`src/rtl/dep_track_pipe_pkg.sv`:
```
// Shared types and constants for the AG/MR/EX/MW register-writer tracking pipe.
package dep_track_pipe_pkg;

  localparam int DEF_MODRM_W = 8;

  localparam int ST_AG    = 0;
  localparam int ST_MR    = 1;
  localparam int ST_EX    = 2;
  localparam int ST_MW    = 3;
  localparam int N_STAGES = 4;

  typedef struct packed {
    logic                   v;
    logic                   we;
    logic                   rmsel;
    logic [DEF_MODRM_W-1:0] modrm;
  } stage_entry_t;

endpackage

```
`src/rtl/dep_track_pipe_stage_reg.sv`:
```
// One tracked-pipe entry register {v, we, rmsel, modrm}: reset, kill (clear valid), hold, else load.
module dep_stage_reg #(
  parameter int W = 11
) (
  input  logic         clk,
  input  logic         rst_n,
  input  logic         hold,
  input  logic         kill,
  input  logic [W-1:0] d_in,
  output logic [W-1:0] q
);

  logic [W-1:0] entry_q;
  logic [W-1:0] entry_d;

  // Kill only drops the valid bit; the payload may stay stale.
  always_comb begin
    entry_d = entry_q;
    if (kill) begin
      entry_d[W-1] = 1'b0;
    end else if (!hold) begin
      entry_d = d_in;
    end
  end

  always_ff @(posedge clk) begin
    if (!rst_n) begin
      entry_q <= '0;
    end else begin
      entry_q <= entry_d;
    end
  end

  assign q = entry_q;

endmodule

```
`src/rtl/dep_track_pipe.sv`:
```
// Tracks register writers in AG/MR/EX/MW, stalls decode and bubbles AG on reg_dep.
// Optional bubble counter enabled by defining DEP_STALL_CNT_EN.
module dep_track_pipe
  import dep_track_pipe_pkg::*;
#(
  parameter int MODRM_W = DEF_MODRM_W,
  parameter int CNT_W   = 16
) (
  input  logic               clk,
  input  logic               rst_n,
  input  logic               de_v,
  input  logic               de_we,
  input  logic               de_rmsel,
  input  logic [MODRM_W-1:0] de_modrm,
  input  logic               reg_dep,
  input  logic               mem_stall,
  input  logic               flush,
  output logic               de_stall,
  output logic               ag_v,
  output logic               v_ag_we,
  output logic               v_mr_we,
  output logic               v_ex_we,
  output logic               v_mw_we,
  output logic               ag_rmsel,
  output logic               mr_rmsel,
  output logic               ex_rmsel,
  output logic               mw_rmsel,
  output logic [MODRM_W-1:0] ag_modrm,
  output logic [MODRM_W-1:0] mr_modrm,
  output logic [MODRM_W-1:0] ex_modrm,
  output logic [MODRM_W-1:0] mw_modrm,
  output logic [CNT_W-1:0]   bubble_cnt
);

  localparam int EW    = MODRM_W + 3;
  localparam int V_B   = EW - 1;
  localparam int WE_B  = EW - 2;
  localparam int RMS_B = EW - 3;

  logic [EW-1:0] stage_in [N_STAGES];
  logic [EW-1:0] stage_q  [N_STAGES];
  logic          bubble;

  // A bubble only happens on an edge that actually advances the pipe.
  assign bubble   = de_v & reg_dep & ~flush & ~mem_stall;
  assign de_stall = mem_stall | (de_v & reg_dep & ~flush);

  genvar gi;
  generate
    for (gi = 0; gi < N_STAGES; gi++) begin : g_stage
      if (gi == ST_AG) begin : g_src_de
        assign stage_in[gi] = {de_v, de_we, de_rmsel, de_modrm};
      end else begin : g_src_prev
        assign stage_in[gi] = stage_q[gi-1];
      end

      dep_stage_reg #(.W(EW)) u_reg (
        .clk   (clk),
        .rst_n (rst_n),
        .hold  (mem_stall),
        .kill  ((gi == ST_AG) ? (flush | bubble) : flush),
        .d_in  (stage_in[gi]),
        .q     (stage_q[gi])
      );
    end
  endgenerate

  assign ag_v     = stage_q[ST_AG][V_B];
  assign v_ag_we  = stage_q[ST_AG][V_B] & stage_q[ST_AG][WE_B];
  assign v_mr_we  = stage_q[ST_MR][V_B] & stage_q[ST_MR][WE_B];
  assign v_ex_we  = stage_q[ST_EX][V_B] & stage_q[ST_EX][WE_B];
  assign v_mw_we  = stage_q[ST_MW][V_B] & stage_q[ST_MW][WE_B];
  assign ag_rmsel = stage_q[ST_AG][RMS_B];
  assign mr_rmsel = stage_q[ST_MR][RMS_B];
  assign ex_rmsel = stage_q[ST_EX][RMS_B];
  assign mw_rmsel = stage_q[ST_MW][RMS_B];
  assign ag_modrm = stage_q[ST_AG][MODRM_W-1:0];
  assign mr_modrm = stage_q[ST_MR][MODRM_W-1:0];
  assign ex_modrm = stage_q[ST_EX][MODRM_W-1:0];
  assign mw_modrm = stage_q[ST_MW][MODRM_W-1:0];

`ifdef DEP_STALL_CNT_EN
  logic [CNT_W-1:0] cnt_q;
  logic [CNT_W-1:0] cnt_d;

  // Saturating: sticks at all-ones until reset.
  always_comb begin
    cnt_d = cnt_q;
    if (bubble && (cnt_q != {CNT_W{1'b1}})) begin
      cnt_d = cnt_q + 1'b1;
    end
  end

  always_ff @(posedge clk) begin
    if (!rst_n) begin
      cnt_q <= '0;
    end else begin
      cnt_q <= cnt_d;
    end
  end

  assign bubble_cnt = cnt_q;
`else
  assign bubble_cnt = '0;
`endif

endmodule

```
`config.mk`:
```
export PLATFORM = sky130hd
export DESIGN_NAME = dep_track_pipe
export DESIGN_NICKNAME = d
export VERILOG_FILES = /design/src/rtl/dep_track_pipe_pkg.sv /design/src/rtl/dep_track_pipe_stage_reg.sv /design/src/rtl/dep_track_pipe.sv
export SDC_FILE = /design/constraint.sdc
export NUM_CORES = 1
export LEC_CHECK = 0
export ABC_AREA = 0
export BUFFER_PORTS_ARGS = -buffer_cell sky130_fd_sc_hd__buf_2
export CAP_MARGIN = 20
export CORE_MARGIN = 2
export CORE_UTILIZATION = 50
export DETAILED_ROUTE_END_ITERATION = 6
export PLACE_DENSITY = 0.77
export SETUP_SLACK_MARGIN = 0.2
export SLEW_MARGIN = 10
export SYNTH_ARGS = -nofsm -noshare
export SYNTH_HDL_FRONTEND = slang
export SYNTH_SLANG_ARGS = --single-unit
```
`constraint.sdc`:
```
create_clock -name clk -period 0.9 [get_ports clk]
set_input_delay 0.045 -clock clk [delete_from_list [all_inputs] [get_ports clk]]
set_output_delay 0.045 -clock clk [all_outputs]
set_load 0.02 [all_outputs]
```
Yosys cells after proc, flatten, opt, wreduce, memory -nomap -nowiden
Cells that the tools add are included.
{"block": "totals", "elab_cells": 25, "output_inout_bits": 58, "input_bits": 16, "reg_bits": 44}
{"block": "op_classes", "bitwise_logic": 13, "reduce_logical": 4}
{"cell": "1-bit bitwise AND", "count": 7}
{"cell": "1-bit NOT", "count": 4}
{"cell": "2-bit AND reduction", "count": 2}
{"cell": "2-bit OR reduction", "count": 2}
{"cell": "1-bit bitwise OR", "count": 2}

Longest topological paths before layout
{"block": "depth", "depth_word": 6, "mapped_depth": 4, "depth_no_buf": 2}

Hierarchy
From an unflattened synthesis, not the netlist that was laid out.
{"block": "hier_totals", "hier_cells": 220, "area_unflattened_um2": 1914.3}
{"mod": "dep_stage_reg", "seq_area_each_um2": 220.2, "instances": 4, "cells_each": 49, "area_per_inst_um2": 436.7}
{"mod": "dep_track_pipe", "seq_area_each_um2": 0.0, "instances": 1, "cells_each": 24, "area_per_inst_um2": 167.7}

Worst setup path after synthesis
Ideal clock, no wire load.
{"block": "synth_timing", "kind": "flip-flop to flip-flop", "from": "reg g_stage[0].u_reg.entry_q[8]", "to": "reg g_stage[1].u_reg.entry_q[8]", "path_slack_ns": -0.061, "n_path_buf": 0, "arrival_time_ns": 0.891, "stages_incl_launch_ff": 3, "required_time_ns": 0.830, "setup_time_ns": 0.070, "period_less_slack_ns": 0.961, "path_cell_list": "dfxtp_1 or3b_1 a21oi_1"}
{"item": "from (decl)", "line": "dep_track_pipe_stage_reg.sv:13", "source": "logic [W-1:0] entry_q;"}
{"item": "from (signal assigned)", "line": "dep_track_pipe_stage_reg.sv:30", "source": "entry_q <= entry_d;"}
{"item": "to (signal assigned)", "line": "dep_track_pipe_stage_reg.sv:30"}
{"item": "to (decl)", "line": "dep_track_pipe_stage_reg.sv:13"}

Worst setup path after layout
{"block": "layout_timing", "from": "reg g_stage[0].u_reg.entry_q[9]", "to": "out v_ag_we"}
{"block": "layout_via", "elab_chain_len": 1}
{"item": "1-bit bitwise AND", "line": "dep_track_pipe.sv:69", "source": "assign v_ag_we = stage_q[ST_AG][V_B] & stage_q[ST_AG][WE_B];"}
{"item": "to (decl)", "line": "dep_track_pipe.sv:20", "source": "output logic v_ag_we,"}
No other way between the ends.

==> key figures <==
Run status
  • Outcome: complete, but fails checks
  • Violated checks: negative setup slack

Logic synthesis
  • Mapped Cells: 251
  • Post-synth top area share: 39.8%
  • Seq/Total Area, Yosys: 39.8%
  • EDFF count, synth: 0
  • Yosys synthesis warning count: 0
  • Distinct cells, synth: 18
  • Synth Register Bits: 44
  • Mean Syn Cell Area: 8.82 um2
  • Largest area contributor in the netlist: dfxtp_1
  • Post-Syn Area: 2210 um2
  • Synth async-reset ratio: 0%
  • Most used DFF post-synth: dfxtp_1
  • Synth top area cells: dfxtp_1, buf_4, or3b_1

Die
  • Chip Height: 70.6 um
  • Num rows: 24
  • I/O pins: 74
  • Die Footprint: 4980 um2
  • Std-Cell Core Area: 4320 um2
  • Starting Density: 51.2%
  • Chip width: 70.6 um

STA
  • RSZ-0062 raised after global routing: true
  • Max frequency: 980 MHz
  • Clock skew: 0.00638 ns
  • Final setup vio count: 34
  • Fin crit share: 113%
  • Pins over their slew limit: 0
  • Total Neg Setup Slack: -0.650 ns
  • Final min period: 1.02 ns
  • Final setup margin: -0.121 ns
  • Final hold violations: 0

Critical path
  • Critical Path Sink Type: primary output
  • Worst r2r src: g_stage[1].u_reg.q[9]
  • R2R cell count: 2
  • CP Class: flop to primary output
  • Maximum fanout along the worst path: 2
  • Critical Path Start: g_stage[0].u_reg.q[9]
  • Startpoint Class: flop
  • Worst EP arrival: 0.98 ns
  • CP required: 0.85 ns

Placement
  • IO Port Bufs: 57
  • Final GP Congestion: 0.755
  • Placed Cells: 340
  • Dpl hpwl: 2.72 mm

Route
  • Vias per inst: 5.03
  • Post-DR wirelength/cell: 15.1 um
  • Vias: 1887
  • Drt first-iter violations: 123
  • Wirelength, routed: 5.66 mm
  • Residual DRC: 0
  • Pre-antenna DRT Iters: 4
  • Antenna-violating nets left: 0

Run
  • Maxcap violations: 0

CTS
  • Maximum clock insertion buffer count: 2
  • Skew-Pair Late Insertion Delay: 0.30 ns
  • Root buf cell: clkbuf_8
  • CTS buffer count: 5
  • Clk sink count: 44
  • H-tree Lvls: 2
  • TritonCTS clock tree: yes
  • Clock-pin slew on the worst setup and hold paths: 0.07 ns

Global routing
  • First-pass GRT wire length: 7.66 mm
  • Global route overflow: 0
  • Largest net degree at the start of global routing: 40
  • Initial antenna violation count: 0
  • Vias in the first global route: 1631
  • GRT Overall Usage: 19.2%

Finish
  • Commonest non-fill, non-tap cell in the layout: buf_6
  • Final cell count without fillers: 375
  • Final #Nets: 338
  • Area Overhead vs Synth: 53.8%
  • Fillcell total: 265
  • Max FFs per register: 44
  • Most frequent cells in the layout: buf_6, dfxtp_2, or3b_1
  • Layout cells sized above 1: 61.6%
  • Diodes inserted: 0

Min path
  • Worst Hold Launch: reg_dep
  • Min-delay worst type: input pin to flop
  • WHS Path Cells: 3

Pwr
  • Power Density: 1240 nW/um2
  • VDD IR-drop max: 1.21 mV
  • Leak Pwr: 1.39 nW
==> synth_stat cells (all sizes together), types with 3 or more instances <==
cell,instances
nand2,22
or3b,31
buf,59
a21oi,31
mux2i,13
and2,4
dfxtp,44
nor2,3
o21ai,30
clkbuf,9
==> report_power, final <==
| group | total, mW | leakage [nW] | switching [mW] | internal, mW |
|---|---|---|---|---|
| registers | 1.99 | 0.378 | 0.0232 | 1.97 |
| clock network | 1.57 | 0.0588 | 0.679 | 0.894 |
| logic | 0.666 | 0.953 | 0.349 | 0.317 |
==> layout make-up <==
cell class	instances	area, um2	area share, %
Multi-Input combinational cell	153	1060	31.0
Sequential cell	44	945	27.7
Timing Repair Buffer	117	1220	35.8
Clock inverter	2	33.8	0.992
Clock buffer	6	82.6	2.42
Inverter	1	3.75	0.110
Tap cell	52	65.1	1.91
==> final timing paths <==
check | end | slack [ns]
setup / recovery | v_ag_we | -0.12
hold reg to reg | g_stage[3].u_reg.q[6] | 0.49
setup reg to reg | g_stage[2].u_reg.q[9] | -0.05
hold / removal | g_stage[0].u_reg.q[10] | 0.11
==> per-stage QoR <==
stage	hold WS, ns	utilization (%)	area, um2	power (mW)	worst slack [ns]
6_report	0.107	78.8	3410	4.23	-0.121
5_1_grt	0.125	78.8	3410	4.37	-0.162
4_1_cts	0.0396	71.4	3090	4.11	-0.111
3_5_place_dp	0.289	56.7	2450	2.49	-0.0871
3_3_place_gp	0.285	56.7	2450	2.48	-0.0544
2_1_floorplan	0.177	-	2300	2.41	0.0207
==> routing by layer <==
layer | wire [um] | track usage [%]
met1 | 2300 | 23.3
met2 | 3060 | 33.0
met3 | 264 | 6.13
met4 | 29 | 5.45
met5 | 0 | 0
==> cells by family after synthesis <==
logic type | after synthesis | synth area share, %
DFF | 44 | 39.8
other | 1 | 0.169
and+or+nand+nor | 61 | 17.9
buffers and inverters | 69 | 21.8
AOI/OAI and AO/OA | 63 | 14.5
muxes | 13 | 5.88
==> worst max-delay path, cell delays in order (launching register included) <==
cell and delay [ns]:
dfxtp_2 0.33, buf_6 0.11, and2_4 0.12, buf_6 0.12
==> timing repair <==
item	4_1_cts	5_1_grt
resized for setup	146	53
hold buffers	10	0
hold endpoints to repair	10	0
endpoints found under the setup margin	72	84
cloned	0	4
pin swaps	3	4
buffers inserted	4	9
Power figures use the tool's default switching activity.
